### config.mk
export PLATFORM = sky130hd
export DESIGN_NAME = dfd_trace_hop_sink
export DESIGN_NICKNAME = d
export VERILOG_FILES = /design/src/rtl/dfd_trace_hop_sink.sv
export SDC_FILE = /design/constraint.sdc
export NUM_CORES = 2
export LEC_CHECK = 0
export CELL_PAD_IN_SITES_DETAIL_PLACEMENT = 0
export CELL_PAD_IN_SITES_GLOBAL_PLACEMENT = 1
export CORE_MARGIN = 2
export CORE_UTILIZATION = 25
export CTS_CLUSTER_DIAMETER = 60
export CTS_CLUSTER_SIZE = 24
export DETAILED_ROUTE_END_ITERATION = 8
export GPL_ROUTABILITY_DRIVEN = 0
export PLACE_DENSITY = 0.46
export SYNTH_ARGS = -nofsm -noshare
export SYNTH_HDL_FRONTEND = slang
export SYNTH_SLANG_ARGS = --single-unit
### constraint.sdc
create_clock -name clk -period 19.9 [get_ports clk]
set_input_delay 4.975 -clock clk [delete_from_list [all_inputs] [get_ports clk]]
set_output_delay 4.975 -clock clk [all_outputs]
set_load 0.005 [all_outputs]
### src/rtl/dfd_trace_hop_sink.sv
// Trace hop chain sink: buffers one-hot upstream packets, encodes the core index
// for the funnel, and drives backpressure, enabled-source mask and a flush/drain handshake.
module dfd_trace_hop_sink #(
  parameter int NUM_CORES_IN_PATH   = 4,
  parameter int DATA_WIDTH_IN_BYTES = 16,
  parameter int DATA_WIDTH          = DATA_WIDTH_IN_BYTES*8,
  parameter int FIFO_DEPTH          = 16,
  parameter int BP_SKID             = 8,
  parameter int FLUSH_QUIET_CYCLES  = 16
) (
  input  logic                                 clk,
  input  logic                                 reset_n,
  input  logic [NUM_CORES_IN_PATH-1:0]         upstrm_tr_vld,
  input  logic                                 upstrm_tr_src,
  input  logic [DATA_WIDTH-1:0]                upstrm_tr_data,
  output logic                                 upstrm_tr_ntrace_bp,
  output logic                                 upstrm_tr_dst_bp,
  output logic                                 upstrm_tr_ntrace_flush,
  output logic                                 upstrm_tr_dst_flush,
  output logic [NUM_CORES_IN_PATH-1:0]         upstrm_tr_enabled_srcs,
  input  logic [NUM_CORES_IN_PATH-1:0]         cfg_tr_enabled_srcs,
  output logic                                 funnel_tr_vld,
  input  logic                                 funnel_tr_rdy,
  output logic                                 funnel_tr_src,
  output logic [$clog2(NUM_CORES_IN_PATH)-1:0] funnel_tr_core_id,
  output logic [DATA_WIDTH-1:0]                funnel_tr_data,
  input  logic                                 funnel_ntrace_bp,
  input  logic                                 funnel_dst_bp,
  input  logic                                 funnel_ntrace_flush_req,
  input  logic                                 funnel_dst_flush_req,
  output logic                                 funnel_flush_done,
  output logic [2:0]                           err_sts,
  output logic [15:0]                          err_drop_cnt,
  input  logic                                 err_clr
);

  localparam int CW = $clog2(NUM_CORES_IN_PATH);
  localparam int PW = $clog2(FIFO_DEPTH);
  localparam logic [PW:0]                  AFULL_TH  = (PW+1)'(FIFO_DEPTH - BP_SKID);
  localparam logic [PW:0]                  FULL_TH   = (PW+1)'(FIFO_DEPTH);
  localparam logic [PW:0]                  CNT_ONE   = (PW+1)'(1);
  localparam logic [PW-1:0]                PTR_ONE   = PW'(1);
  localparam logic [NUM_CORES_IN_PATH-1:0] VLD_ONE   = NUM_CORES_IN_PATH'(1);
  localparam logic [7:0]                   QUIET_MAX = 8'(FLUSH_QUIET_CYCLES);

  typedef struct packed {
    logic                  src;
    logic [CW-1:0]         core_id;
    logic [DATA_WIDTH-1:0] data;
  } entry_t;

  typedef enum logic [1:0] {ST_IDLE, ST_FLUSH, ST_DRAIN, ST_DONE} st_t;

  entry_t        mem [FIFO_DEPTH];
  entry_t        wr_ent, head;
  logic [PW-1:0] wr_ptr, rd_ptr;
  logic [PW:0]   count;
  logic [CW-1:0] enc_id;
  logic          push, pop, push_ok, drop, full, empty, afull;
  logic          multi_vld, dis_src;
  st_t           state;
  logic          ntrace_flag, dst_flag;
  logic [7:0]    quiet;

  // Lowest set bit wins when several valids collide.
  always_comb begin
    enc_id = '0;
    for (int i = NUM_CORES_IN_PATH-1; i >= 0; i--)
      if (upstrm_tr_vld[i]) enc_id = CW'(i);
  end

  assign push      = |upstrm_tr_vld;
  assign multi_vld = |(upstrm_tr_vld & (upstrm_tr_vld - VLD_ONE));
  assign dis_src   = |(upstrm_tr_vld & ~upstrm_tr_enabled_srcs);
  assign full      = (count == FULL_TH);
  assign empty     = (count == '0);
  assign afull     = (count >= AFULL_TH);
  assign pop       = funnel_tr_vld & funnel_tr_rdy;
  assign push_ok   = push & (~full | pop);
  assign drop      = push & full & ~pop;

  assign wr_ent = '{src: upstrm_tr_src, core_id: enc_id, data: upstrm_tr_data};
  assign head   = mem[rd_ptr];

  // Head fields are masked so stale storage never leaks out while empty.
  assign funnel_tr_vld     = ~empty;
  assign funnel_tr_src     = funnel_tr_vld & head.src;
  assign funnel_tr_core_id = funnel_tr_vld ? head.core_id : '0;
  assign funnel_tr_data    = funnel_tr_vld ? head.data : '0;

  always_ff @(posedge clk)
    if (push_ok) mem[wr_ptr] <= wr_ent;

  always_ff @(posedge clk or negedge reset_n) begin
    if (!reset_n) begin
      wr_ptr <= '0;
      rd_ptr <= '0;
      count  <= '0;
    end else begin
      if (push_ok) wr_ptr <= wr_ptr + PTR_ONE;
      if (pop)     rd_ptr <= rd_ptr + PTR_ONE;
      case ({push_ok, pop})
        2'b10:   count <= count + CNT_ONE;
        2'b01:   count <= count - CNT_ONE;
        default: count <= count;
      endcase
    end
  end

  always_ff @(posedge clk or negedge reset_n) begin
    if (!reset_n) begin
      upstrm_tr_ntrace_bp    <= 1'b0;
      upstrm_tr_dst_bp       <= 1'b0;
      upstrm_tr_enabled_srcs <= '0;
    end else begin
      upstrm_tr_ntrace_bp    <= afull | funnel_ntrace_bp;
      upstrm_tr_dst_bp       <= afull | funnel_dst_bp;
      upstrm_tr_enabled_srcs <= cfg_tr_enabled_srcs;
    end
  end

  always_ff @(posedge clk or negedge reset_n) begin
    if (!reset_n) begin
      err_sts      <= '0;
      err_drop_cnt <= '0;
    end else if (err_clr) begin
      err_sts      <= '0;
      err_drop_cnt <= '0;
    end else begin
      err_sts <= err_sts | {drop, dis_src, multi_vld};
      if (drop && err_drop_cnt != 16'hFFFF) err_drop_cnt <= err_drop_cnt + 16'd1;
    end
  end

  // Flush handshake: hold flush toward the hops until upstream has been quiet
  // long enough and everything already buffered has reached the funnel.
  always_ff @(posedge clk or negedge reset_n) begin
    if (!reset_n) begin
      state                  <= ST_IDLE;
      ntrace_flag            <= 1'b0;
      dst_flag               <= 1'b0;
      quiet                  <= '0;
      upstrm_tr_ntrace_flush <= 1'b0;
      upstrm_tr_dst_flush    <= 1'b0;
      funnel_flush_done      <= 1'b0;
    end else begin
      case (state)
        ST_IDLE: begin
          funnel_flush_done <= 1'b0;
          if (funnel_ntrace_flush_req || funnel_dst_flush_req) begin
            ntrace_flag            <= funnel_ntrace_flush_req;
            dst_flag               <= funnel_dst_flush_req;
            upstrm_tr_ntrace_flush <= funnel_ntrace_flush_req;
            upstrm_tr_dst_flush    <= funnel_dst_flush_req;
            state                  <= ST_FLUSH;
          end
        end
        ST_FLUSH: begin
          upstrm_tr_ntrace_flush <= ntrace_flag;
          upstrm_tr_dst_flush    <= dst_flag;
          quiet                  <= '0;
          state                  <= ST_DRAIN;
        end
        ST_DRAIN: begin
          if (push)                  quiet <= '0;
          else if (quiet != 8'hFF)   quiet <= quiet + 8'd1;
          if (quiet == QUIET_MAX && empty) begin
            upstrm_tr_ntrace_flush <= 1'b0;
            upstrm_tr_dst_flush    <= 1'b0;
            funnel_flush_done      <= 1'b1;
            state                  <= ST_DONE;
          end else begin
            upstrm_tr_ntrace_flush <= ntrace_flag;
            upstrm_tr_dst_flush    <= dst_flag;
          end
        end
        default: begin
          funnel_flush_done <= 1'b0;
          ntrace_flag       <= 1'b0;
          dst_flag          <= 1'b0;
          state             <= ST_IDLE;
        end
      endcase
    end
  end

endmodule

## Yosys cells after proc, flatten, opt, wreduce, memory -nomap -nowiden

Memories as Yosys holds them, arrays and structs flattened.
Cells that the tools add are included.

| word-level totals | value |
|---|---|
| register bits | 53 |
| memory bits (writable) | 2096 |
| input bits | 145 |
| output and inout bits | 160 |
| word-level logic and storage cells | 98 |
| memories kept | 1 |

Memories:

| name | depth | width | rd ports | clocked after memory_dff | wr ports | RTL line | RTL |
|---|---|---|---|---|---|---|---|
| mem | 16 | 131 | 1 | 0 | 1 | 54 | `entry_t mem [FIFO_DEPTH];` |

| operators by class | value |
|---|---|
| add/subtract/negate cells | 7 |
| magnitude comparators | 1 |
| equality and inequality tests | 11 |
| multiplexer cells | 28 |
| bitwise gates (word level) | 17 |
| reductions and logical operators | 18 |

Operator list:

| cell | count |
|---|---|
| $mux W128 | 1 |
| $mux W16 | 2 |
| $add A16 B1 Y16 const B | 1 |
| $mux W8 | 2 |
| $ne A16 B16 Y1 const B | 1 |
| $pmux W8 S2 | 1 |
| $mux W2 | 7 |
| $reduce_or A4 Y1 | 3 |
| $pmux W5 S2 | 1 |
| $reduce_and A2 Y1 | 5 |
| $add A4 B1 Y4 const B | 2 |
| $add A8 B1 Y8 const B | 1 |
| $and A4 B4 Y4 | 2 |
| $eq A8 B5 Y1 const B | 1 |
| $ne A8 B8 Y1 const B | 1 |
| $mux W1 | 7 |
| $pmux W1 S2 | 3 |
| $pmux W1 S3 | 2 |
| $pmux W2 S3 | 1 |
| $reduce_bool A2 Y1 | 3 |
| $add A5 B1 Y5 const B | 1 |
| $and A1 B1 Y1 | 5 |
| $eq A5 B5 Y1 const B | 1 |
| $ge A5 B4 Y1 const B | 1 |
| 17 further kinds | 27 |

## Longest topological paths before layout

| depth | value |
|---|---|
| depth after elaboration | 8 |
| gate-level depth with buffers | 12 |
| mapped depth without buffers | 10 |

## Worst setup path after synthesis

OpenSTA, ideal clock, no wires.

| timing | value |
|---|---|
| path kind | input-to-reg |
| start point | input port funnel_tr_rdy |
| end point | memory mem[0][0] (netlist bit), enable pin |
| setup time | 942 ps |
| arrival | 17751 ps |
| data required time | 18958 ps |
| path slack | 1206 ps |
| stages on the path | 4 |
| buffers on the path | 0 |
| path through | nor3b_4 > a21oi_2 > inv_2 > nor4_1 |

| between the ends | value |
|---|---|
| longest elaborated chain between the ends | 5 |

Ends and longest elaborated chain:

| what | RTL line | RTL |
|---|---|---|
| start, declared | 23 | `input logic funnel_tr_rdy,` |
| $and A1 B1 Y1 | 78 | `assign pop = funnel_tr_vld & funnel_tr_rdy;` |
| $or A1 B1 Y1 | 79 | `assign push_ok = push & (~full \| pop);` |
| $and A1 B1 Y1 | 79 |  |
| $mux W1 | 92 | `if (push_ok) mem[wr_ptr] <= wr_ent;` |
| $mux W1 (not written as such) | 92 |  |
| end, declared | 54 |  |

No other way between the ends.

## Final worst setup path

| timing | value |
|---|---|
| start point | register rd_ptr[0] |
| end point | output port funnel_tr_data[92] |

| between the ends | value |
|---|---|
| longest elaborated chain between the ends | 2 |

Ends and longest elaborated chain:

| what | RTL line | RTL |
|---|---|---|
| start, declared | 56 | `logic [PW-1:0] wr_ptr, rd_ptr;` |
| start signal, assigned | 101 | `if (pop) rd_ptr <= rd_ptr + PTR_ONE;` |
| $mem_v2 Z16 W131 | - |  |
| $mux W128 | 89 | `assign funnel_tr_data = funnel_tr_vld ? head.data : '0;` |
| end, declared | 26 | `output logic [DATA_WIDTH-1:0] funnel_tr_data,` |

No other way between the ends.

==> reports/results.ini <==
[outcome]
outcome = complete, no violations

[synthesis]
yosys-top-cells-area = edfxtp_1 77%, mux4_2 14%, mux2i_1 3.2%, dfrtp_1 1.6%, o22ai_1 1.0%
synth_top_area_share_pct = 76.58
synth_edf_count = 2096
synth_top_cell_by_area = edfxtp_1
synth_ff_type = edfxtp_1
syn_area_sq_um = 82190
avgSynthCellArea_sq_um = 23.36
async_flop_share_pct = 2.466
yosysSeqAreaShare_pct = 78.19
yosysUniqueCellTypes = 63
synth_nets = 3680
synthCells = 3519
synth-seq-cells = 2149
ys.warnings.count = 0

[die]
die_area_sq_um = 333400
dieHeight_um = 577.4
start_util_pct = 25.12
num_rows = 210
coreArea_sq_um = 327100
io_pins = 305
die_w_um = 577.4

[power]
power.density_nw_per_um2 = 153.0
netSwitchingPower_uw = 4901
p_leak_uw = 0.03056
finalPower_uw = 15000
power_frac_seq_pct = 40.0
p_int_uw = 10100
ir_worst_vdd_mv = 0.1328
clockPowerShare_pct = 28.3
p_sw_share_pct = 32.67
comb_power_share_pct = 31.7

[clock_tree]
insertion_delay_ns = 0.91
cts.htree.levels = 4
clockBufferDepth = 4
cts_tree = done
cts_resized = 0
clk_pin_slew_worst_paths_ns = 0.06
clock-root-buffer = clkbuf_16
cts.sinks = 2149
holdBufCountCts = 0
cts_buffers = 207
post_cts_buffers = 0

[job]
max_cap_violations = 0

[drt]
wl_mm = 223.7
drc = 0
via_per_inst = 4.504
vias = 38110
routedWlPerCell_um = 26.44
drt-pass1-iter-count = 7
dr.first_iter.drc_count = 2697
ant_nets = 0

[worst_setup_path]
end_kind = output pin
start_kind = flip-flop
arrival_ns = 5.98
r2r_start = count[2]
r2r_end = mem[6][55]
worst-setup-path-type = reg2out
cp_data_required_time_ns = 14.93
rrSetupSlack_ns = 15.47
crit_fanout = 44
r2r_cells = 7

[min_path]
min_delay_path_depth = 2
min_to = upstrm_tr_dst_flush
hold_class = reg2reg
hold_start = upstrm_tr_dst_flush

[sta]
period_share_pct = 55.03
fin_setup_tns_ns = 0
tightest_slew_ns = 1.056
fin_ws_ns = 8.949
finalHoldViolations = 0
drv_slew = 0
rsz0062_at_grt = no
whs_ns = 0.5028
finalSetupViolCount = 0
clock_skew_ns = 0.07335
fmax_mhz = 91.32
slew_headroom_pct = 29.44
fin_crit_ns = 10.95

[grt]
grt_max_degree = 108
grt_use_total_pct = 13.21
gr-total-overflow = 0
antenna_found_initial = 56
grt_first_pass_wirelength_mm = 314.8
grt_pass1_vias = 40160

[layout]
finish.net_count = 4089
drive_gt1_share_pct = 24.99
areaGrowthSynthToFinish_pct = 19.28

[place]
place_ws_ns = 9.601
port_buffers = 304
hpwl_mm = 112.8

==> how the worst max path moves through the flow <==
stage	start	endpoint	slack, ns	depth (start not counted)
3_5_place_dp	rd_ptr[0]	funnel_tr_data[92]	9.60	7
4_1_cts	rd_ptr[0]	funnel_tr_data[92]	8.63	7
6_report	rd_ptr[0]	funnel_tr_data[92]	8.95	7
3_3_place_gp	rd_ptr[0]	funnel_tr_data[108]	9.57	7
2_1_floorplan	funnel_tr_rdy	mem[0][0]	1.21	4
5_1_grt	rd_ptr[0]	funnel_tr_data[108]	8.32	7
==> cells in the mapped netlist, types with 4 or more instances <==
library cell,number
edfxtp_1,2096
mux4_2,524
mux2i_1,262
o22ai_1,133
buf_2,96
dfrtp_1,53
clkbuf_1,50
buf_1,25
inv_1,23
nor2_1,21
a21oi_1,20
o21ai_0,19
nand2_1,17
ha_1,16
buf_4,14
nand3_1,14
and2_1,9
or4_1,9
nand4_1,8
nor2b_1,7
nor4_1,7
o31ai_1,7
or3_1,7
and3_1,6
nor3b_1,6
xnor2_1,6
mux2_2,5
nor3_1,5
xor2_1,5
buf_6,4
==> power groups by stage <==
stage | sequential [uW] | combinational [uW] | clock (uW)
6_report | 6000 | 4760 | 4240
5_1_grt | 6070 | 5140 | 4550
4_1_cts | 6020 | 4980 | 4390
3_5_place_dp | 6110 | 4970 | 0
3_3_place_gp | 6090 | 4990 | 0
2_1_floorplan | 6160 | 2810 | 0
==> layout make-up <==
type / instances / area, sq um
Antenna cell: 11 / 27.53
Clock buffer: 215 / 5210
Clock inverter: 171 / 2216
Fill cell: 31600 / 229100
Inverter: 24 / 90.09
Multi-Input combinational cell: 1157 / 17020
Sequential cell: 2149 / 64280
Tap cell: 4346 / 5438
Timing Repair Buffer: 389 / 3764
==> per-layer routing <==
metal	GRT usage [%]	part of all wire, %
met1	17.50	44
met2	22.22	49
met3	2.678	4.8
met4	3.073	2.1
met5	0	0.11
==> through the flow <==
stage,cells,cell area [sq um],util (%)
2_1_floorplan,3519,82190,-
3_3_place_gp,8065,90580,27.69
3_5_place_dp,8065,90580,27.69
4_1_cts,8451,98010,29.96
5_1_grt,8457,98030,29.97
6_report,8462,98040,29.97
==> sequential cells by signal (all words and copies together) (netlist names), 3 cells and up <==
signal                  flops
mem                      2096
err_drop_cnt               16
quiet                       8
count                       5
rd_ptr                      4
upstrm_tr_enabled_srcs      4
wr_ptr                      4
err_sts                     3
==> worst max-delay path, cell delays in order, from the launching register on <==
cell and delay, ns:
dfrtp_4 0.97, buf_4 0.73, buf_4 0.79, buf_4 0.85, mux4_2 0.36, mux2i_1 0.07
o22ai_1 0.52, clkdlybuf4s50_1 0.62
==> cell usage in the layout, fill, tap and decap left out, types with 8 or more instances in the layout <==
cell / instances
a21oi_1: 20
and2_4: 8
buf_4: 78
bufinv_16: 15
clkbuf_1: 8
clkbuf_16: 207
clkdlybuf4s50_1: 303
clkinv_2: 13
clkinv_4: 22
clkinv_8: 26
clkinvlp_4: 15
dfrtp_1: 50
diode_2: 11
edfxtp_1: 2096
ha_1: 16
inv_1: 23
inv_12: 10
inv_6: 28
inv_8: 28
mux2i_1: 262
mux4_2: 524
nand2_1: 16
nand3_1: 14
nand4_1: 8
nor2_1: 17
o21ai_0: 19
o22ai_1: 133
or4_1: 9
==> cells by family (layout without fill, tap and decap cells) <==
group	Yosys count	in the layout	synth area share [%]
adders and majority gates	16	16	0.2436
and+or+nand+nor	135	135	1.015
buffers and inverters	213	799	1.219
xor gates and xnor gates	11	11	0.1172
muxes	793	793	17.65
AOI/OAI and AO/OA	202	202	1.556
DFF	2149	2149	78.19
other	0	11	0
No activity file was read; power rests on OpenSTA's default activity.
